--- config.mk ---
export PLATFORM = sky130hd
export DESIGN_NAME = seq_8_detector
export DESIGN_NICKNAME = d
export VERILOG_FILES = /design/src/rtl/seq_pkg.sv /design/src/rtl/shift_reg_n.sv /design/src/rtl/seq_8_detector.sv
export SDC_FILE = /design/constraint.sdc
export NUM_CORES = 1
export LEC_CHECK = 0
export ABC_AREA = 0
export ABC_CLOCK_PERIOD_IN_PS = 1500
export CAP_MARGIN = 30
export CORE_MARGIN = 2
export CORE_UTILIZATION = 38
export CTS_CLUSTER_SIZE = 20
export DETAILED_ROUTE_END_ITERATION = 16
export GPL_ROUTABILITY_DRIVEN = 0
export HOLD_SLACK_MARGIN = 0.05
export PLACE_DENSITY = 0.68
export SLEW_MARGIN = 5
export SYNTH_ARGS = -nofsm -noshare
export SYNTH_HDL_FRONTEND = slang
export SYNTH_SLANG_ARGS = --single-unit
--- constraint.sdc ---
create_clock -name clk -period 1.5 [get_ports clk]
set_clock_uncertainty 0.1 [all_clocks]
set_input_delay 0.15 -clock clk [delete_from_list [all_inputs] [get_ports clk]]
set_output_delay 0.15 -clock clk [all_outputs]
set_load 0.02 [all_outputs]
--- src/rtl/seq_pkg.sv ---
// seq_pkg: shared constants and helpers for the serial sequence detector
package seq_pkg;
  localparam int SEQ_LEN = 8;
  localparam int CNT_W = 4;
  function automatic logic [CNT_W-1:0] sat_inc(input logic [CNT_W-1:0] c, input logic [CNT_W-1:0] lim);
    return (c >= lim) ? lim : c + 1'b1;
  endfunction
endpackage

--- src/rtl/shift_reg_n.sv ---
// shift_reg_n: LEN-bit serial-in shift register, clr has priority over en
//   clk, rst_n (async active-low), en (shift sin in at LSB), clr (sync clear), q (contents)
module shift_reg_n #(
  parameter int LEN = 8
) (
  input  logic           clk,
  input  logic           rst_n,
  input  logic           en,
  input  logic           clr,
  input  logic           sin,
  output logic [LEN-1:0] q
);
  logic [LEN-1:0] q_q, q_d;
  always_comb q_d = clr ? '0 : en ? {q_q[LEN-2:0], sin} : q_q;
  always_ff @(posedge clk or negedge rst_n)
    if (!rst_n) q_q <= '0;
    else q_q <= q_d;
  assign q = q_q;
endmodule

--- src/rtl/seq_8_detector.sv ---
// seq_8_detector: programmable serial sequence detector with overlapping matches
//   clk, rst_n (async active-low), load (1 = shift din into pattern, 0 = detect),
//   din (serial data), dout (registered one-cycle match pulse)
module seq_8_detector
  import seq_pkg::*;
#(
  parameter int LEN = SEQ_LEN
) (
  input  logic clk,
  input  logic rst_n,
  input  logic load,
  input  logic din,
  output logic dout
);
  localparam logic [CNT_W-1:0] FULL = CNT_W'(LEN);
  logic [LEN-1:0] pat, hist, hist_n;
  logic [CNT_W-1:0] cnt_q, cnt_d, cnt_n;
  logic dout_q, dout_d;
  shift_reg_n #(.LEN(LEN)) u_pat (
    .clk(clk), .rst_n(rst_n), .en(load), .clr(1'b0), .sin(din), .q(pat)
  );
  shift_reg_n #(.LEN(LEN)) u_hist (
    .clk(clk), .rst_n(rst_n), .en(!load), .clr(load), .sin(din), .q(hist)
  );
  // Counter gates detection until a full window has arrived since load fell,
  // so the zero-cleared history cannot match a zero pattern early.
  always_comb begin
    hist_n = {hist[LEN-2:0], din};
    cnt_n = sat_inc(cnt_q, FULL);
    cnt_d = load ? '0 : cnt_n;
    dout_d = !load && (cnt_n == FULL) && (hist_n == pat);
  end
  always_ff @(posedge clk or negedge rst_n)
    if (!rst_n) begin
      cnt_q <= '0;
      dout_q <= 1'b0;
    end else begin
      cnt_q <= cnt_d;
      dout_q <= dout_d;
    end
  assign dout = dout_q;
endmodule

-- Word level (Yosys, flattened, before mapping)
Cells that the tools add are included.
- register bits after elaboration: 20
- $add $sub $neg: 1
- $lt $le $gt $ge: 1
- equality and inequality tests: 2
- multiplexer cells: 3
- reductions and logical operators: 3
- operators by type and width (operator ; number):
    8-bit equality test ; 1
    4-bit two-way mux ; 2
    7-bit two-way mux ; 1
    4-bit by 1-bit adder with 4-bit output, second input constant ; 1
    4-bit equality test, second input constant ; 1
    4-bit greater-or-equal comparator, second input constant ; 1
    1-bit logical AND ; 2
    1-bit zero test ; 1

-- Depth between registers and ports, before layout
- word-level depth: 5
- mapped depth: 5
- gate-level depth less buffers: 5

-- By module
From an unflattened synthesis, not the netlist that was laid out.
- cells, all modules: 82
- area, all modules: 964.7 um^2
- modules (own cells, without submodules) (module ; times used ; cells each ; area each (um^2) ; sequential area each (um^2)):
    shift_reg_n ; 2 ; 26 ; 325.3 ; 200.2
    seq_8_detector ; 1 ; 30 ; 314.1 ; 125.1

-- Least setup slack after synthesis
Ideal clock, no wire load.
- path type: flip-flop to flip-flop
- start point: register cnt_q[0]
- end point: register dout_q (netlist: dout)
- setup time: 121 ps
- arrival time: 1272 ps
- setup slack: 7 ps
- stages on the path, launching flop included: 6
- period minus slack after synthesis: 1493 ps
- path through: dfrtp_1 inv_1 ha_1 and2b_2 o2111ai_1 and4bb_2
- longest elaborated chain between the ends: 5
- elaborated cells between the ends (all ways): 6
- those cells by class: 1 x add/sub; 1 x order compare; 1 x eq/ne; 1 x mux; 2 x reduce/logical
- ends and longest elaborated chain (item ; RTL line ; RTL):
    start: declaration ; seq_8_detector.sv:17 ; logic [CNT_W-1:0] cnt_q, cnt_d, cnt_n;
    start signal: assignment ; seq_8_detector.sv:38 ; cnt_q <= cnt_d;
    4-bit by 1-bit adder with 4-bit output / 4-bit greater-or-equal comparator (equally long branches) ; seq_pkg.sv:6 ; return (c >= lim) ? lim : c + 1'b1;
    4-bit two-way mux (*) ; seq_pkg.sv:6 ;
    4-bit equality test (*) ; seq_8_detector.sv:31 ; dout_d = !load && (cnt_n == FULL) && (hist_n == pat);
    1-bit logical AND (*) (2 in series) ; seq_8_detector.sv:31 ;
    named net dout_d ; seq_8_detector.sv:18 ; logic dout_q, dout_d;
    end signal: assignment ; seq_8_detector.sv:39 ; dout_q <= dout_d;
    end: declaration ; seq_8_detector.sv:18 ;
The timed path passes the listed nets; every way through them passes the cells marked *.
A chain may end at the register's enable or synchronous reset.

-- Worst setup path after layout
Same ends and word-level chain as after synthesis.

==> summary.txt <==
CP Cell Sequence = inv_2 -> ha_4 -> and2b_2 -> o2111ai_2 -> and4bb_2
Synth Area in Simple Gates = 11.06%
GRT overflow = 0
Via count = 459
Worst path bufs/invs = 1
Worst min path class = input pin to async pin
Endpoints failing hold = 0
Initial Util = 41.25%
R2R Setup Slk = 0.003 ns
Final worst slack = 0.002565 ns
Mapped Avg Cell Area = 13.76 sq um
CTS clk-pin slew, worst paths = 0.12 ns
Total CTS buffers = 3
WL final = 1123 um
Nets = 77
Yosys reg bits = 20
Number of global-route vias before repair = 497
Largest family of logic cells by synthesized area = simple AND/OR/NAND/NOR gates
Pwr/cell area = 1275 mW/mm^2
Leak = 0.4452 nW
Tmin final = 1.497 ns
Net Count, Synth = 66
Input/output buffers = 4
Status = finished, final reports clean
CTS hold repair buffers = 0
Final setup vio count = 0
Sequential fraction of the synthesis area = 60.61%
Share of cells above drive strength 1 = 34.29%
RSZ-0062 raised after global routing = true
Io pins = 5
Reg2reg path depth = 5
Postcts setup bufs = 0
DR DRC count = 0
First-pass detailed-route iteration total = 2
Area growth syn-to-layout = 23.79%
N_diodes = 0
CP Max Fanout = 2
Antenna violations before repair = 0
Post-synthesis compound-gate area fraction = 2.727%
Critical Path Start = cnt_q[0]
Worst VDD drop = 0.6754 mV
CP peak stage delay = 0.38 ns
R2R Path Start = cnt_q[0]
Clk sinks = 20
Die Wd = 50.62 um
Slowest CP cell = dfrtp_1
TritonCTS clock tree = built
Yosys warns = 0
CP endpoint kind = flop
Initial DRC Count = 2
Fin Setup TNS = 0 ns
H-tree levels = 1
CP top delay family = simple AND/OR/NAND/NOR gates
Synth top area share = 60.61%
Worst Tran Pin Value = 0.2503 ns
DP Area = 932.1 sq um
Period utilization = 99.83%
WL/cell = 11.58 um
Critical Path AT = 1.59 ns
Pre-CTS WS = -0.03510 ns
Max-slew headroom = 83.31%
Synth area leader = dfrtp_1
Worst Setup Path Type = flop to flop
Bufs on Longest Clock Path = 2
Vias/cell = 4.732
Post-synthesis mux area share = 10.91%
Fillers = 192
Post-DP HPWL = 816.3 um
Syn Inst Count = 60
Worst R2R End = dout
Max Freq = 667.8 MHz
Worst Path Required = 1.59 ns
Setup crit start kind = flop
Tot GR Track Use = 10.93%
Core ar. = 0.002002 sq mm
Post-synthesis adder-cell area fraction = 3.030%
Clk_lat worst skew = 0.30 ns
Rows = 16
Hold_ws = 0.07056 ns
Clock root cell = clkbuf_4
Post-Synth XOR/XNOR Area = 9.545%
First-pass GRT wire length = 2097 um
Area contributors post-synth = dfrtp_1 61%, mux2_2 11%, xnor2_1 6.4%
Pin count of the biggest net entering global routing = 21
Post-layout total power = 1.304 mW
Max-cap viol count = 0
Final Max Slew Viols = 0
Die area = 0.002562 sq mm
Die H = 50.62 um
Netlist cell types = 17
Number of nets still failing antenna checks after routing = 0
Final Instance Area = 0.001022 sq mm
Netlist Area Pre-Place = 825.8 sq um
-- area by class of cell --
| cell class | count | area [sq um] | area share, % |
|---|---|---|---|
| clock buffer | 3 | 22.52 | 2.203 |
| clock inverter | 1 | 30.03 | 2.938 |
| inverter | 2 | 7.507 | 0.7344 |
| multi-input combinational | 36 | 346.6 | 33.90 |
| sequential | 20 | 500.5 | 48.96 |
| tap | 27 | 33.78 | 3.305 |
| timing repair buffer | 8 | 81.33 | 7.956 |
-- sequential cells by signal, indices dropped and copies added, names as in the netlist --
name / flops
cnt_q: 4
dout: 1
u_hist.q: 7
u_pat.q: 8
-- metrics by stage --
stage	util [%]	cells
2_1_floorplan	-	60
3_3_place_gp	46.56	93
3_5_place_dp	46.56	93
4_1_cts	50.44	97
6_report	51.06	97
5_1_grt	51.06	97
-- routing by layer --
layer	up-vias	global-route usage (%)	wire length, um
met3	2	1.786	37
met5	-	0	0
met2	5	16.45	523
li1	222	-	-
met1	230	14.70	550
met4	0	6.757	12
-- layout by cell type (no fill, tap or decap) --
master / count
clkbuf_4: 3
nor2b_1: 7
xor2_1: 3
and4bb_2: 1
dlygate4sd2_1: 1
o2111ai_2: 1
buf_12: 1
inv_2: 2
a31oi_1: 1
bufinv_16: 1
nor2_1: 1
xnor2_2: 1
nor3_1: 3
xnor2_1: 5
o211ai_1: 1
nor3b_1: 1
dfrtp_1: 20
clkdlybuf4s50_1: 3
and2b_2: 1
mux2_2: 8
ha_4: 2
buf_4: 3
-- how the worst max path moves through the flow --
stage                      end  slack (ns)  depth (start not counted)
after detailed placement  dout       -0.04                          5
after CTS                 dout       -0.03                          5
after floorplan           dout       0.007                          5
after global placement    dout        0.05                          5
final                     dout       0.003                          5
after global routing      dout       -0.06                          5
-- Yosys cell counts --
cell	count
dfrtp_1	20
mux2_2	8
nor2b_1	7
xnor2_1	6
nor3_1	3
xor2_1	3
ha_1	2
inv_1	2
a31oi_1	1
and2b_2	1
and4bb_2	1
buf_2	1
clkbuf_2	1
nor2_1	1
nor3b_1	1
o2111ai_1	1
o211ai_1	1
-- report_power, final --
group / internal [mW] / switching (mW)
clock network: 0.270 / 0.165
logic: 0.127 / 0.0782
registers: 0.608 / 0.0556
-- kinds of logic (layout without fill, tap and decap cells) --
group,after synthesis,in the layout
AO/OA/AOI/OAI,3,3
flip-flops,20,20
buffers and inverters,4,14
multiplexers,8,8
XOR/XNOR,9,9
AND/OR/NAND/NOR,14,14
adder cells (fa/ha/maj),2,2
-- repair_timing --
action                                  CTS  global route
endpoints found under the setup margin    2             1
pin swaps                                 4             2
resized for setup                         5             3
No activity file was read; power rests on OpenSTA's default activity.
